$ cat src/rtl/clb_ff_bank_pkg.sv
// Shared types and constants for the configurable CLB flip-flop bank.
// Mode encoding is the 2-bit field decoded from the low end of the config chain.
package clb_ff_bank_pkg;

  localparam int MODE_BITS = 2;

  typedef logic [MODE_BITS-1:0] mode_t;

  localparam mode_t MODE_DFF = 2'b00;
  localparam mode_t MODE_CE  = 2'b01;
  localparam mode_t MODE_SR  = 2'b10;
  localparam mode_t MODE_TGL = 2'b11;

endpackage

$ cat src/rtl/clb_ff_bank_ccff_chain.sv
// Serial configuration shift register; chain[0] sits next to the head.
// The tail is taken straight from the last register stage.
module clb_ff_bank_ccff_chain #(
  parameter int CHAIN_LEN = 6
) (
  input  logic                 clk,
  input  logic                 reset,
  input  logic                 en,
  input  logic                 head,
  output logic                 tail,
  output logic [CHAIN_LEN-1:0] chain
);

  logic [CHAIN_LEN-1:0] chain_reg;
  logic [CHAIN_LEN-1:0] chain_next;

  assign chain_next = {chain_reg[CHAIN_LEN-2:0], head};

  always_ff @(posedge clk or negedge reset) begin
    if (!reset) begin
      chain_reg <= '0;
    end else if (en) begin
      chain_reg <= chain_next;
    end
  end

  assign chain = chain_reg;
  assign tail  = chain_reg[CHAIN_LEN-1];

endmodule

$ cat src/rtl/clb_ff_bank_cfg.sv
// Bank of WIDTH flip-flops whose mode and preset values come from a
// serially loaded configuration chain that daisy-chains between tiles.
module clb_ff_bank_cfg
  import clb_ff_bank_pkg::*;
#(
  parameter int WIDTH = 4
) (
  input  logic             clk,
  input  logic             reset,
  input  logic             set,
  input  logic [WIDTH-1:0] ff_D,
  input  logic             ff_ce,
  input  logic             ff_sr,
  input  logic             ccff_en,
  input  logic             ccff_head,
  output logic             ccff_tail,
  output logic [WIDTH-1:0] ff_Q
);

  localparam int CHAIN_LEN = WIDTH + MODE_BITS;

  logic [CHAIN_LEN-1:0] chain;
  mode_t                mode;
  logic [WIDTH-1:0]     init;
  logic [WIDTH-1:0]     q_reg;
  logic [WIDTH-1:0]     q_next;

  clb_ff_bank_ccff_chain #(
    .CHAIN_LEN (CHAIN_LEN)
  ) u_chain (
    .clk   (clk),
    .reset (reset),
    .en    (ccff_en),
    .head  (ccff_head),
    .tail  (ccff_tail),
    .chain (chain)
  );

  // Live decode: a partially shifted configuration is what the bank obeys.
  assign mode = chain[MODE_BITS-1:0];
  assign init = chain[CHAIN_LEN-1:MODE_BITS];

  genvar gi;
  generate
    for (gi = 0; gi < WIDTH; gi++) begin : g_bit
      logic bit_next;

      // Shifting freezes the data register; set outranks every mode function.
      always_comb begin
        bit_next = q_reg[gi];
        if (ccff_en) begin
          bit_next = q_reg[gi];
        end else if (set) begin
          bit_next = init[gi];
        end else begin
          case (mode)
            MODE_DFF: bit_next = ff_D[gi];
            MODE_CE:  if (ff_ce) bit_next = ff_D[gi];
            MODE_SR: begin
              if (ff_sr)      bit_next = init[gi];
              else if (ff_ce) bit_next = ff_D[gi];
            end
            MODE_TGL: if (ff_ce) bit_next = q_reg[gi] ^ ff_D[gi];
          endcase
        end
      end

      assign q_next[gi] = bit_next;
    end
  endgenerate

  always_ff @(posedge clk or negedge reset) begin
    if (!reset) begin
      q_reg <= '0;
    end else begin
      q_reg <= q_next;
    end
  end

  assign ff_Q = q_reg;

endmodule

$ cat config.mk
export PLATFORM = sky130hd
export DESIGN_NAME = clb_ff_bank_cfg
export DESIGN_NICKNAME = d
export VERILOG_FILES = /design/src/rtl/clb_ff_bank_pkg.sv /design/src/rtl/clb_ff_bank_ccff_chain.sv /design/src/rtl/clb_ff_bank_cfg.sv
export SDC_FILE = /design/constraint.sdc
export NUM_CORES = 1
export LEC_CHECK = 0
export ABC_CLOCK_PERIOD_IN_PS = 1550
export CAP_MARGIN = 20
export CORE_MARGIN = 5
export CORE_UTILIZATION = 30
export CTS_CLUSTER_DIAMETER = 120
export CTS_CLUSTER_SIZE = 30
export DETAILED_ROUTE_END_ITERATION = 10
export PLACE_DENSITY = 0.49
export SLEW_MARGIN = 0
export SYNTH_ARGS = -nofsm -noshare
export SYNTH_HDL_FRONTEND = slang
export SYNTH_SLANG_ARGS = --single-unit
$ cat constraint.sdc
create_clock -name clk -period 1.55 [get_ports clk]
set_input_delay 0.155 -clock clk [delete_from_list [all_inputs] [get_ports clk]]
set_output_delay 0.155 -clock clk [all_outputs]
set_load 0.05 [all_outputs]
==> results of run 1 <==
[path summary, 6_finish.rpt]
path | end | cells past startpoint | slack (ns) | startpoint
max | ff_Q[3] | 3 | 0.21 | ff_Q[3]
min | u_chain.chain[5] | 1 | 0.19 | reset
max reg2reg | ff_Q[3] | 3 | 0.21 | ff_Q[3]
min reg2reg | u_chain.chain[2] | 1 | 0.57 | u_chain.chain[2]
max in group asynchronous | u_chain.chain[1] | 1 | 1.00 | reset
min in group clk | u_chain.chain[0] | 3 | 0.45 | ccff_head
[through the flow]
| step | cells | setup WS [ns] | area [um^2] | utilization [%] | setup TNS (ns) |
|---|---|---|---|---|---|
| 3_3_place_gp | 102 | -0.174 | 831 | 41.5 | -0.550 |
| 5_1_grt | 106 | 0.0452 | 876 | 43.8 | 0 |
| 6_report | 106 | 0.210 | 876 | 43.8 | 0 |
| 4_1_cts | 106 | 0.131 | 867 | 43.3 | 0 |
| 2_1_floorplan | 60 | 0.0754 | 647 | - | 0 |
| 3_5_place_dp | 102 | -0.174 | 831 | 41.5 | -0.647 |
[cells in the mapped netlist]
cell	count	area, um^2
a21bo_2	4	40.0
a222oi_1	4	40.0
and2_1	1	6.26
and4bb_2	1	12.5
buf_2	2	10.0
clkbuf_1	2	7.51
dfrtp_1	10	250
inv_1	1	3.75
mux2_2	8	90.1
mux2_4	1	15.0
nand2_1	2	7.51
nand3b_1	5	37.5
nor2_1	1	3.75
nor3_1	3	15.0
o211ai_1	1	7.51
o21ai_0	5	25.0
o21ai_1	1	5.00
o311ai_0	1	8.76
o311ai_1	3	26.3
xor2_1	4	35.0
[area by class of cell]
cell class,instances,area share (%)
clock buffers,4,4.14
inverters,1,0.429
multi-input cells,45,43.3
flip-flops and latches,10,28.9
well taps,27,3.86
repair buffers,19,19.4
[power by group through the flow]
stage          registers, mW  clock network [mW]  logic, mW
2_1_floorplan          0.487                   0      0.174
3_3_place_gp           0.396                   0      0.410
3_5_place_dp           0.396                   0      0.412
4_1_cts                0.390               0.253      0.413
5_1_grt                0.404               0.271      0.442
6_report               0.392               0.247      0.413
[critical path, cell delays in order (launching register included)]
cell	delay (ns)
dfrtp_1	0.42
mux2_4	0.28
a222oi_1	0.36
o211ai_1	0.15
[metal layers]
metal | vias to the layer above | part of all wire (%)
met3 | 8 | 6.3
met2 | 21 | 44
met5 | - | 0
li1 | 273 | -
met4 | 0 | 3.7
met1 | 288 | 46
[kinds of logic (layout without fill, tap and decap cells)]
family | after synthesis | after routing
xor+xnor | 4 | 4
compound gates | 19 | 19
mux | 9 | 9
flops | 10 | 10
buf+inv | 5 | 24
simple gates | 13 | 13
[placed cells by master (no fill, tap or decap), types with 4 or more instances in the layout]
cell type,n
clkdlybuf4s50_1,9
buf_4,9
mux2_2,8
dfrtp_1,8
nand3b_1,5
o21ai_0,5
xor2_1,4
a21bo_2,4
a222oi_1,4
==> metrics.md, run 1 <==
| Metric | Value |
|---|---|
| Run status | `completed` |
| Share of post-route cells with drive strength above 1 | `38.0%` |
| CTS buffer count | `3` |
| Setup repair after global routing missed its margin | `no` |
| Setup crit start kind | `flop` |
| Final GP Congestion | `0.766` |
| DRC | `0` |
| Rel. slew slack | `68.7%` |
| Area growth syn-to-layout | `35.4%` |
| Synth Net Count | `71` |
| Clock tree buffer depth | `2` |
| Hold Fails Final Rpt | `0` |
| Post-synthesis simple-gate area fraction | `12.8%` |
| Ys Warns | `0` |
| Clock Latency Late Sink | `0.28 ns` |
| Clock share of power | `23.5%` |
| First-pass GRT wire length | `2840 um` |
| Tcrit/Tclk final | `86.4%` |
| Total number of vias | `590` |
| Clk sinks | `10` |
| Initial antenna violation count | `0` |
| Post_cts resized | `0` |
| Yosys reg bits | `10` |
| Slew @ Worst Pin | `0.468 ns` |
| Die X | `56.4 um` |
| Post-synthesis cell area | `647 um^2` |
| Fill cells | `204` |
| Vias in the first global route | `606` |
| Core area | `2000 um^2` |
| Reg area | `253 um^2` |
| Number of core rows | `16` |
| Setup Skew | `0.0115 ns` |
| Seq/Total Area, Yosys | `38.7%` |
| Compound-Gate Fraction of Synth Area | `23.6%` |
| Largest net degree at the start of global routing | `12` |
| Logic pwr share | `39.3%` |
| Synth Area in Adders | `0%` |
| I/O Buffers | `15` |
| Sw Share | `38.1%` |
| Met1 Track Usage GR | `14.4%` |
| Worst endpoint required time | `1.70 ns` |
| Gr ovfl total | `0` |
| Met3 usage in global routing | `4.82%` |
| Synthesized area per cell | `10.8 um^2` |
| Dpl hpwl | `1260 um` |
| P_int | `650 uW` |
| Vias/cell | `5.57` |
| Max VDD drop | `0.509 mV` |
| I/O pin count | `16` |
| Crit Path Class | `flop to flop` |
| H-tree levels | `1` |
| Mapped Cells | `60` |
| Mux share of post-synthesis cell area | `16.2%` |
| GRT Total Usage | `11.6%` |
| Register share of total power | `37.3%` |
| HP Class | `input pin to async pin` |
| First drt pass iteration count | `4` |
| Clock transition at the registers of the reported paths | `0.08 ns` |
| Max Slew Vio Count | `0` |
| Max-Cap Viols | `0` |
| Distinct cell type count after synthesis | `20` |
| Hold Worst Slack | `0.191 ns` |
| Design Power | `1.05 mW` |
| Post-Route WL | `1700 um` |
| Diode count | `0` |
| Full die area | `3180 um^2` |
| Drt initial violations | `33` |
| Chip height | `56.4 um` |
| Wire per inst | `16.0 um` |
| Met2 usage | `16.7%` |
| Area of the multi-input gates | `379 um^2` |
| CP max FO | `4` |
| Crit path DAT | `1.49 ns` |
| Critical Path Sink Type | `flop` |
| Final ANT Viol Nets | `0` |
| CTS tree | `yes` |
| Min Tclk post-route | `1.34 ns` |
| FMAX | `746 MHz` |
| CTS root buf | `clkbuf_4` |
| Largest family of logic cells by synthesized area | `compound AO/OA/AOI/OAI gates` |
| Number of flip-flops in the largest register | `6` |
| Pwr Density | `1200 nW/um^2` |
| Leak pwr | `0.365 nW` |
| XOR/XNOR share of the synthesized area | `5.42%` |
| Switch Pwr | `401 uW` |
| Cts hold-fix bufs | `0` |
| NumNets Final | `91` |
| Starting Density | `32.3%` |
| Gr busiest metal | `met2` |
| Setup bufs post-CTS | `0` |
| Final setup fails | `0` |
Note: power is estimated with default switching activity, not from simulation.
==> run 2, diff against run 1 <==
Settings changed: PLACE_DENSITY 0.49 to 0.48, SYNTH_HIERARCHICAL from default to 1.
==> metrics.md, run 2 <==
| Metric | Value |
|---|---|
| Run status | `completed (unchanged)` |
| I/O Buffers | `15 (unchanged)` |
| Cell taking the most area after synthesis | `dfrtp_1 (unchanged)` |
| M1 wire length | `872 um (was 778 um)` |
| Final ANT Viol Nets | `0 (unchanged)` |
| Starting Density | `31.0% (was 32.3%)` |
| Highest Signal Layer | `met4 (unchanged)` |
| HP Class | `input pin to async pin (unchanged)` |
| CP bufs+invs | `0 (unchanged)` |
| Crit Reg-Reg Startpoint | `u_chain/chain[0] (was ff_Q[3])` |
| CP max FO | `10 (was 4)` |
| Leak pwr | `0.394 nW (was 0.365 nW)` |
| NumNets Final | `111 (was 91)` |
| H-tree levels | `1 (unchanged)` |
| Synth Net Count | `91 (was 71)` |
| Initial antenna violation count | `0 (unchanged)` |
| Slew @ Worst Pin | `0.432 ns (was 0.468 ns)` |
| Worst endpoint required time | `1.67 ns (was 1.70 ns)` |
| CP Launch Point | `u_chain/chain[0] (was ff_Q[3])` |
| Core area | `2430 um^2 (was 2000 um^2)` |
| Crit Path Class | `flop to flop (unchanged)` |
| Setup TNS | `0 ns (unchanged)` |
| P_int | `628 uW (was 650 uW)` |
| Met2 routed WL | `751 um (was 746 um)` |
| Critical R2R Capture | `ff_Q[3] (unchanged)` |
| I/O pin count | `16 (unchanged)` |
| Yosys reg bits | `10 (unchanged)` |
| Cts hold-fix bufs | `0 (unchanged)` |
| Max-Cap Viols | `0 (unchanged)` |
| Number of core rows | `18 (was 16)` |
| Ys flop type | `dfrtp_1 (unchanged)` |
| Setup bufs post-CTS | `0 (unchanged)` |
| WP depth | `4 (was 3)` |
| Clock transition at the registers of the reported paths | `0.06 ns (was 0.08 ns)` |
| Post_cts resized | `0 (unchanged)` |
| Vias/cell | `5.04 (was 5.57)` |
| Worst path max stage delay | `0.55 ns (was 0.42 ns)` |
| Ys Warns | `6 (was 0)` |
| Number of flip-flops in the largest register | `6 (unchanged)` |
| Design Power | `1.05 mW (about the same)` |
| Final setup fails | `0 (unchanged)` |
| Register-to-register setup slack | `0.15 ns (was 0.21 ns)` |
| Vias in the first global route | `650 (was 606)` |
| Synth async-reset ratio | `100% (unchanged)` |
| Register share of total power | `39.4% (was 37.3%)` |
| Family with the most delay on the worst path | `flip-flops (was compound AO/OA/AOI/OAI gates)` |
| Post-route insts no fill | `128 (was 106)` |
| CTS root buf | `clkbuf_4 (unchanged)` |
| Full die area | `3610 um^2 (was 3180 um^2)` |
| Wire per inst | `13.7 um (was 16.0 um)` |
| DRC | `0 (unchanged)` |
| Mapped Cells | `80 (was 60)` |
| Synth top area cells | `dfrtp_1 (33%), mux2_4 (12%), a211o_1 (9.3%) (was dfrtp_1 (39%), mux2_2 (14%), a21bo_2 (6.2%))` |
| Seq/Total Area, Yosys | `33.2% (was 38.7%)` |
| Setup repair after global routing missed its margin | `no (unchanged)` |
| Max VDD drop | `0.550 mV (was 0.509 mV)` |
| Met3 routed WL | `112 um (was 107 um)` |
| Gr ovfl total | `0 (unchanged)` |
| Switch Pwr | `426 uW (was 401 uW)` |
| Most frequent cell after synthesis | `dfrtp_1 (unchanged)` |
| Chip height | `60.1 um (was 56.4 um)` |
| Setup crit start kind | `flop (unchanged)` |
| Max Slew Vio Count | `0 (unchanged)` |
| First drt pass iteration count | `4 (unchanged)` |
| Tcrit/Tclk final | `90.3% (was 86.4%)` |
| Distinct cell type count after synthesis | `21 (was 20)` |
| Critical-path cell list | `nand2_2, o21ai_2, a211o_1, nand4_1 (was mux2_4, a222oi_1, o211ai_1)` |
| Clock Latency Late Sink | `0.25 ns (was 0.28 ns)` |
| Rel. slew slack | `71.1% (was 68.7%)` |
| Placed Cells | `125 (was 102)` |
| Logic pwr share | `45.0% (was 39.3%)` |
| Final GP Congestion | `0.790 (was 0.766)` |
| CTS tree | `yes (unchanged)` |
| Hold Fails Final Rpt | `0 (unchanged)` |
| Most frequent cells in the layout | `clkdlybuf4s50_1 (10), buf_4 (10), dfrtp_1 (9), a211o_1 (8), nand2b_1 (7) (was clkdlybuf4s50_1 (9), buf_4 (9), mux2_2 (8), dfrtp_1 (8))` |
| Reg2Reg Depth | `4 (was 3)` |
| Critical path destination | `ff_Q[3] (unchanged)` |
| Sw Share | `40.4% (was 38.1%)` |
| Slowest stage cell on the critical path | `dfrtp_1 (unchanged)` |
| First-pass GRT wire length | `3130 um (was 2840 um)` |
| Diode count | `0 (unchanged)` |
| GRT Total Usage | `11.3% (was 11.6%)` |
| Die X | `60.1 um (was 56.4 um)` |
| Post-synth top cells | `dfrtp_1 (10), a211o_1 (8), nand2b_1 (7) (was dfrtp_1 (10), mux2_2 (8), nand3b_1 (5), o21ai_0 (5))` |
| Share of post-route cells with drive strength above 1 | `22.4% (was 38.0%)` |
| Largest net degree at the start of global routing | `12 (unchanged)` |
| Dpl hpwl | `1380 um (was 1260 um)` |
| Critical Path Sink Type | `flop (unchanged)` |
| Min Tclk post-route | `1.40 ns (was 1.34 ns)` |
| Number of synthesized flops with an enable pin | `0 (unchanged)` |
| Synthesized area per cell | `9.42 um^2 (was 10.8 um^2)` |
| FMAX | `715 MHz (was 746 MHz)` |
| Crit path DAT | `1.52 ns (was 1.49 ns)` |
| Drt initial violations | `12 (was 33)` |
| Pwr Density | `1110 nW/um^2 (was 1200 nW/um^2)` |
| Clk sinks | `10 (unchanged)` |
| Clock share of power | `15.6% (was 23.5%)` |
| Post-synthesis cell area | `753 um^2 (was 647 um^2)` |
| Post-synth top area share | `33.2% (was 38.7%)` |
| CTS buffer count | `3 (unchanged)` |
| Total number of vias | `645 (was 590)` |
| Layout Utilization | `39.0% (was 43.8%)` |
| Area growth syn-to-layout | `26.1% (was 35.4%)` |
| Clock tree buffer depth | `2 (unchanged)` |
| Post-Route WL | `1750 um (was 1700 um)` |
| Setup Skew | `0.00145 ns (was 0.0115 ns)` |
[run 2: cell count changes in the layout (fill, tap and decap cells not counted), sizes merged, moves of 5 or more]
cell    before  now
nor2b        0    5
nand2b       0    7
a211o        0    8
nand3b       5    0
[run 2: power groups by stage]
| stage | clock network [mW] | registers (mW) | logic (mW) |
|---|---|---|---|
| CTS | 0.174 | 0.415 | 0.480 |
| detailed placement | 0 | 0.421 | 0.479 |
| global route | 0.187 | 0.430 | 0.515 |
| floorplan | 0 | 0.529 | 0.214 |
| global placement | 0 | 0.421 | 0.481 |
| finish | 0.164 | 0.415 | 0.474 |
[run 2: per-stage QoR]
step | instance area [um^2] | hold WS (ns) | worst slack [ns]
6_report | 950 | 0.209 | 0.151
5_1_grt | 950 | 0.238 | 0.0223
4_1_cts | 948 | 0.217 | 0.145
3_5_place_dp | 926 | 0.496 | 0.0359
3_3_place_gp | 926 | 0.498 | 0.0436
2_1_floorplan | 753 | -0.141 | 0.248
[run 2: cell families (layout without fill, tap and decap cells)]
logic type	after synthesis	count (layout)	share of synthesized area (%)
AO/OA/AOI/OAI	26	26	24.4
AND/OR/NAND/NOR	29	29	23.1
flip-flops	10	10	33.2
multiplexers	6	6	12.0
buffers and inverters	9	27	7.31
[run 2: final cells by class]
class / instances / area (um^2)
fill: 258 / 1480
multi-input combinational: 61 / 448
sequential: 10 / 251
timing repair buffer: 20 / 175
tap: 30 / 37.5
clock buffer: 3 / 22.5
inverter: 4 / 15.0
[run 2: worst min-delay path by stage]
stage,start,to,slack (ns),cells past startpoint
finish,reset,u_chain/chain[2],0.21,1
global route,reset,u_chain/chain[0],0.24,1
CTS,reset,u_chain/chain[2],0.22,1
detailed placement,reset,u_chain/chain[5],0.50,1
global placement,reset,ff_Q[1],0.50,1
floorplan,reset,ff_Q[0],-0.14,0
[run 2: layer usage]
layer	global-route usage [%]	vias to the layer above
met5	0	-
met3	1.94	2
met4	4.75	0
li1	-	329
met2	16.2	14
met1	16.3	300
